File: config.mk
export PLATFORM = sky130hd
export DESIGN_NAME = sqrt_seq_unit
export DESIGN_NICKNAME = d
export VERILOG_FILES = /design/src/rtl/sqrt_seq_unit.sv
export SDC_FILE = /design/constraint.sdc
export NUM_CORES = 1
export LEC_CHECK = 0
export BUFFER_PORTS_ARGS = -buffer_cell sky130_fd_sc_hd__buf_2
export CORE_ASPECT_RATIO = 0.5
export CORE_MARGIN = 2
export CORE_UTILIZATION = 60
export CTS_CLUSTER_DIAMETER = 50
export DETAILED_ROUTE_END_ITERATION = 8
export PLACE_DENSITY_LB_ADDON = 0.25
export RECOVER_POWER = 50
export SLEW_MARGIN = 20
export SYNTH_ARGS = -nofsm -noshare
export SYNTH_HDL_FRONTEND = slang
export SYNTH_SLANG_ARGS = --single-unit
export TNS_END_PERCENT = 10
File: constraint.sdc
create_clock -name clk -period 3.2 [get_ports clk]
set_input_delay 0.64 -clock clk [delete_from_list [all_inputs] [get_ports clk]]
set_output_delay 0.64 -clock clk [all_outputs]
set_load 0.02 [all_outputs]
File: src/rtl/sqrt_seq_unit.sv
// Sequential integer square-root unit: root_o = floor(sqrt(n_i)).
//
// Walks root upward by odd-number accumulation: sq tracks (root+1)^2 and
// delta tracks 2*root+3, so each step needs only adds and one compare.
//
// Ports:
//   clk      clock, rising edge
//   rst_n    asynchronous active-low reset
//   start_i  request, accepted only on an edge where ready_o=1
//   n_i      radicand, sampled on the accepting edge
//   ready_o  idle, can accept start_i
//   busy_o   computation in progress
//   done_o   one-cycle pulse, root_o valid from this cycle on
//   root_o   result, held until the next done_o
//   rem_o    n - root^2 (present only with SQRT_REMAINDER_EN defined)
//
// Optional feature macro: SQRT_REMAINDER_EN adds the rem_o port and its logic.
module sqrt_seq_unit #(
    parameter int unsigned WIDTH = 16
) (
    input  logic                 clk,
    input  logic                 rst_n,
    input  logic                 start_i,
    input  logic [WIDTH-1:0]     n_i,
    output logic                 ready_o,
    output logic                 busy_o,
    output logic                 done_o,
    output logic [WIDTH/2-1:0]   root_o
`ifdef SQRT_REMAINDER_EN
    ,
    output logic [WIDTH/2:0]     rem_o
`endif
);

    localparam int unsigned RW = WIDTH / 2;

    typedef enum logic [2:0] {
        StIdle = 3'd0,
        StInit = 3'd1,
        StCmp  = 3'd2,
        StUpd  = 3'd3,
        StDone = 3'd4
    } state_t;

    state_t           state_q;
    logic [WIDTH-1:0] n_q;
    logic [RW-1:0]    root_q;
    logic [WIDTH:0]   sq_q;     // (root+1)^2, reaches 2^WIDTH for the largest radicand
    logic [RW+1:0]    delta_q;  // 2*root+3
    logic             sq_le_n;

    assign sq_le_n = (sq_q <= {1'b0, n_q});

`ifdef SQRT_REMAINDER_EN
    // sq - delta + 2 = root^2; the intermediate may wrap for small roots, the sum does not.
    logic [WIDTH:0] root_sq;
    logic [WIDTH:0] rem_full;
    assign root_sq  = sq_q - {{(WIDTH-RW-1){1'b0}}, delta_q} + {{WIDTH{1'b0}}, 1'b0} + (WIDTH+1)'(2);
    assign rem_full = {1'b0, n_q} - root_sq;
`endif

    always_ff @(posedge clk or negedge rst_n) begin
        if (!rst_n) begin
            state_q <= StIdle;
            n_q     <= '0;
            root_q  <= '0;
            sq_q    <= '0;
            delta_q <= '0;
            ready_o <= 1'b1;
            busy_o  <= 1'b0;
            done_o  <= 1'b0;
            root_o  <= '0;
`ifdef SQRT_REMAINDER_EN
            rem_o   <= '0;
`endif
        end else begin
            case (state_q)
                StIdle: begin
                    if (start_i) begin
                        n_q     <= n_i;
                        state_q <= StInit;
                        ready_o <= 1'b0;
                        busy_o  <= 1'b1;
                    end
                end
                StInit: begin
                    root_q  <= '0;
                    sq_q    <= (WIDTH+1)'(1);
                    delta_q <= (RW+2)'(3);
                    state_q <= StCmp;
                end
                StCmp: begin
                    if (sq_le_n) begin
                        state_q <= StUpd;
                    end else begin
                        root_o  <= root_q;
`ifdef SQRT_REMAINDER_EN
                        rem_o   <= rem_full[RW:0];
`endif
                        state_q <= StDone;
                        busy_o  <= 1'b0;
                        done_o  <= 1'b1;
                    end
                end
                StUpd: begin
                    root_q  <= root_q + RW'(1);
                    sq_q    <= sq_q + {{(WIDTH-RW-1){1'b0}}, delta_q};
                    delta_q <= delta_q + (RW+2)'(2);
                    state_q <= StCmp;
                end
                StDone: begin
                    state_q <= StIdle;
                    done_o  <= 1'b0;
                    ready_o <= 1'b1;
                end
                default: begin
                    // Unused encodings fall back to a clean idle.
                    state_q <= StIdle;
                    ready_o <= 1'b1;
                    busy_o  <= 1'b0;
                    done_o  <= 1'b0;
                end
            endcase
        end
    end

endmodule

Word-level counts from Yosys, hierarchy flattened --
Index checks and enable logic that the tools add are counted.
Storage, ports and cells: register bits 65, bits of input ports 19, output and inout port bits 11, word-level logic and storage cells 47
Operators by class: add/subtract/negate cells 3, $lt $le $gt $ge 1, eq/ne operators 6, muxes and demuxes 13, bitwise operators 4, reduce and logical (&&, ||, !) cells 11
Operators with widths (count):
- $pmux 17 s2 | 1
- $pmux 10 s2 | 1
- $add 17x10->17 | 1
- $le 17x16->1 | 1
- $pmux 8 s2 | 1
- $add 10x2->10 const B | 1
- $pmux 3 s3 | 1
- $reduce_or 3->1 | 3
- $add 8x1->8 const B | 1
- $reduce_and 2->1 | 4
- $eq 3x2->1 const B | 2
- $mux 3 | 2
- $mux 1 | 4
- $ne 2x2->1 const B | 2
- $not 1->1 | 4
- $pmux 1 s2 | 2
- $eq 3x1->1 const B | 1
- $eq 3x3->1 const B | 1
- $logic_not 3->1 | 1
- $pmux 1 s3 | 1
- $reduce_and 3->1 | 1
- $reduce_bool 2->1 | 1
- $reduce_or 2->1 | 1

Longest topological paths before layout --
depth after elaboration 4, gate-level depth with buffers 9

Worst setup path before layout --
OpenSTA, ideal clock, no wires.
kind register -> register, start register sq_q[15], end register root_o[0], library setup time 125 ps, arrival time 2291 ps, data required time 3075 ps, path slack 784 ps, cell stages (with the launch flop) 9, buffers on the path 1, period minus slack after synthesis 2416 ps, cells stage by stage dfrtp_1 > ha_1 > nand4b_4 > nor4_4 > a21boi_2 > o31ai_1 > or4_1 > buf_6 > mux2_4
Between the ends: longest elaborated chain between the ends 3
RTL lines:
- start: declaration | line 48 | logic [WIDTH:0] sq_q;
- start signal: assignment | line 88 | sq_q <= (WIDTH+1)'(1);
- start signal: assignment | line 107 | sq_q <= sq_q + {{(WIDTH-RW-1){1'b0}}, delta_q};
- $le 17x16->1 | line 52 | assign sq_le_n = (sq_q <= {1'b0, n_q});
- $not 1->1 (no source line)
- $reduce_and 2->1 (no source line)
- end signal: assignment | line 96 | root_o <= root_q;
- end: declaration | line 28 | output logic [WIDTH/2-1:0] root_o
No other way between the ends. A chain may end at the register's enable or synchronous reset.

Worst setup path after layout --
start register sq_q[15], end register root_o[3]
Same word-level chain as after synthesis.

==> flow_summary.yaml <==
status:
  outcome: "complete, but fails checks"
  violations: "capacitance limit, slew limit"
routing:
  via_count: 2944
  drtIter0Drc: 203
  firstDrtPassIters: 5
  drt-wirelength-per-cell_um: 16.1
  viasPerCell: 5.84
  ant_nets: 0
  wl_um: 8090
  drc: 0
cells_and_area:
  syn_to_final_growth_pct: 13.2
  diodes: 0
  multi_input_area_um2: 1890
  fillers: 473
  fin_area_um2: 4170
  drive_gt1_share_pct: 13.3
  seqCellArea_um2: 1630
  fin_nets: 470
critical_path:
  critical_path_required_ps: 3420
  cpMaxStageDelayCell: "or4_1"
  crit_fanout: 10
  max_stage_delay_ps: 690
  worstSetupStartpointType: "flip-flop"
  arrival_ps: 3010
  cp_cell_sequence: "ha_1 > nand4b_4 > nor4_4 > a21boi_2 > o31ai_1 > or4_1 > mux2_4"
  critical_path_class: "reg2reg"
  crit_path_end_kind: "flip-flop"
sta:
  fin_crit_sh_pct: 87.4
  rsz0062_at_grt: "no"
  slew_violations: 29
  min_period_ps: 2800
  fin_tns_setup_ps: 0
  setup_violations: 0
  max_slew_margin_pct: -3.10
  hold_viol_final: 0
  fmax_mhz: 358
  finClkSkew_ps: 9.58
  tightest_slew_ps: 1550
synthesis:
  synth_ff_type: "dfrtp_1"
  synth.cell_area_um2: 3680
  synth_top_area_share_pct: 43.5
  ys_seq_area_share_pct: 44.3
  synth_top_cell_by_area: "dfrtp_1"
  ys_types: 49
  synth_fp_nets: 437
  synth_edf_count: 0
  avgSynthCellArea_um2: 9.46
  netlist_instances: 389
  ys_seq_elements: 65
  synthArstFlopShare_pct: 100
  synth_area_leaders: "dfrtp_1, ha_1, nand2_1"
  yosysWarningCount: 0
pwr:
  leakage_nw: 2.12
  power_frac_clock_pct: 50.8
  seqPwrFrac_pct: 47.6
  pwr-share-comb_pct: 1.6
  p_sw_share_pct: 20.4
  p_sw_w: 0.000353
  vdd_drop_max_v: 0.000343
  p_int_w: 0.00138
  p_per_area_nw_per_um2: 415
floorplanning:
  die_w_um: 115
  die_area_um2: 6810
  design.core.area_um2: 6010
  fp.dieH_um: 59.4
  num_rows: 20
  io_pins: 30
  start_util_pct: 61.2
cts:
  cts.clk_slew.worst_paths_ps: 50
  htree_levels: 3
  clk_latency_ps: 340
  cts_inserted_buffers: 9
  clock_sinks: 65
  root_buffer: "clkbuf_16"
  cts_tree: "built"
  cts_buffer_depth: 2
  postCtsResizedCells: 0
  cts_hold_buffers: 0
  post_cts_buffers: 0
placed_design:
  io_buffers: 29
  placed_area_um2: 3920
  dp_hpwl_um: 5640
  place_congestion: 0.951
grt:
  overflow: 0
  grtUsageTotal_pct: 26.3
  grt_start_max_net_pins: 30
  grt_pass1_vias: 2846
  grt_pass1_wl_um: 13400
  antenna_found_initial: 0
job:
  drv_cap: 1
worst_hold_path:
  hold_path.class: "in2async"
path summary, 6_finish.rpt:
check,from,endpoint,slack [ps],cells after the start
setup / recovery,sq_q[15],root_o[3],400,7
hold / removal,rst_n,n_q[1],420,1
setup reg to reg,sq_q[15],root_o[3],400,7
hold reg to reg,delta_q[0],delta_q[0],470,1
max in group asynchronous,rst_n,sq_q[6],840,2
min in group clk,delta_q[0],delta_q[0],470,1
layout make-up:
type	count	share of cell area, %
multi-input combinational	283	45.4
sequential	65	39.1
clock buffer	15	6.19
timing repair buffer	38	4.69
tap	77	2.31
inverter	25	2.25
clock inverter	1	0.120
metrics by stage:
stage / power (W) / utilization, % / setup slack (ps) / hold slack, ps / cells
3_5_place_dp: 0.000866 / 65.3 / 414 / 460 / 488
5_1_grt: 0.00178 / 69.4 / 298 / 498 / 504
3_3_place_gp: 0.000865 / 65.3 / 532 / 444 / 488
4_1_cts: 0.00174 / 69.6 / 409 / 231 / 504
6_report: 0.00173 / 69.4 / 404 / 417 / 504
2_1_floorplan: 0.000837 / - / 784 / 344 / 389
power by group through the flow:
stage                     Sequential, W  Clock [W]  Combinational [W]
after floorplan                0.000837          0        0.000000225
after global placement         0.000837          0          0.0000284
final                          0.000823   0.000878          0.0000270
after CTS                      0.000823   0.000890          0.0000297
after global routing           0.000823   0.000925          0.0000323
after detailed placement       0.000837          0          0.0000293
per-layer routing:
layer	vias up	part of all wire [%]	global-route usage, %
met5	-	0	0
met1	1402	45	33.1
met3	17	6.1	9.71
met2	74	46	41.9
li1	1451	-	-
met4	0	2.3	10.5
cells in the final DEF, fill, tap and decap left out, types with 2 or more instances in the layout:
| master | n |
|---|---|
| nand3_1 | 15 |
| nor2b_1 | 5 |
| clkbuf_16 | 9 |
| dfrtp_1 | 64 |
| inv_1 | 25 |
| xnor2_1 | 3 |
| buf_4 | 5 |
| a21oi_1 | 15 |
| ha_1 | 28 |
| nand4_1 | 2 |
| and3_1 | 5 |
| mux2_4 | 8 |
| a21o_1 | 8 |
| nand2b_1 | 3 |
| a22o_1 | 4 |
| a31oi_1 | 4 |
| a211o_1 | 2 |
| o21ai_0 | 42 |
| nand2_1 | 61 |
| buf_2 | 27 |
| mux2i_1 | 8 |
| a211oi_1 | 4 |
| nor2_1 | 18 |
| o21a_1 | 4 |
| nor3_1 | 12 |
| o41ai_1 | 3 |
| o31ai_1 | 6 |
| nor4_1 | 2 |
| clkbuf_1 | 11 |
flip-flops by register name (all words and copies together), names as in the netlist:
register  flops
sq_q         17
n_q          16
delta_q      10
root_o        8
root_q        8
state_q       3
busy_o        1
done_o        1
ready_o       1
synth_stat cells, types with 8 or more instances:
| cell type | count |
|---|---|
| o21ai_0 | 42 |
| a21oi_1 | 15 |
| mux2i_1 | 8 |
| nand2_1 | 61 |
| clkbuf_1 | 15 |
| nor2_1 | 18 |
| ha_1 | 28 |
| mux2_4 | 8 |
| dfrtp_1 | 64 |
| a21o_1 | 8 |
| inv_1 | 25 |
| nor3_1 | 12 |
| nand3_1 | 15 |
cells by family (layout without fill, tap and decap cells):
logic type	Yosys count	in the layout	share of synthesized area, %
AO/OA/AOI/OAI	105	105	18.2
adder cells (fa/ha/maj)	29	29	10.1
flip-flops	65	65	44.3
AND/OR/NAND/NOR	128	128	16.4
multiplexers	17	17	5.75
buffers and inverters	41	79	4.39
XOR/XNOR	4	4	0.953
critical path, delay by kind of cell, from the launching register on:
kind | cells | cell delay, ps
AOI/OAI and AO/OA | 2 | 340
adders and majority gates | 1 | 380
DFF | 1 | 430
muxes | 1 | 390
and+or+nand+nor | 3 | 1140
No activity file was read; power rests on OpenSTA's default activity.
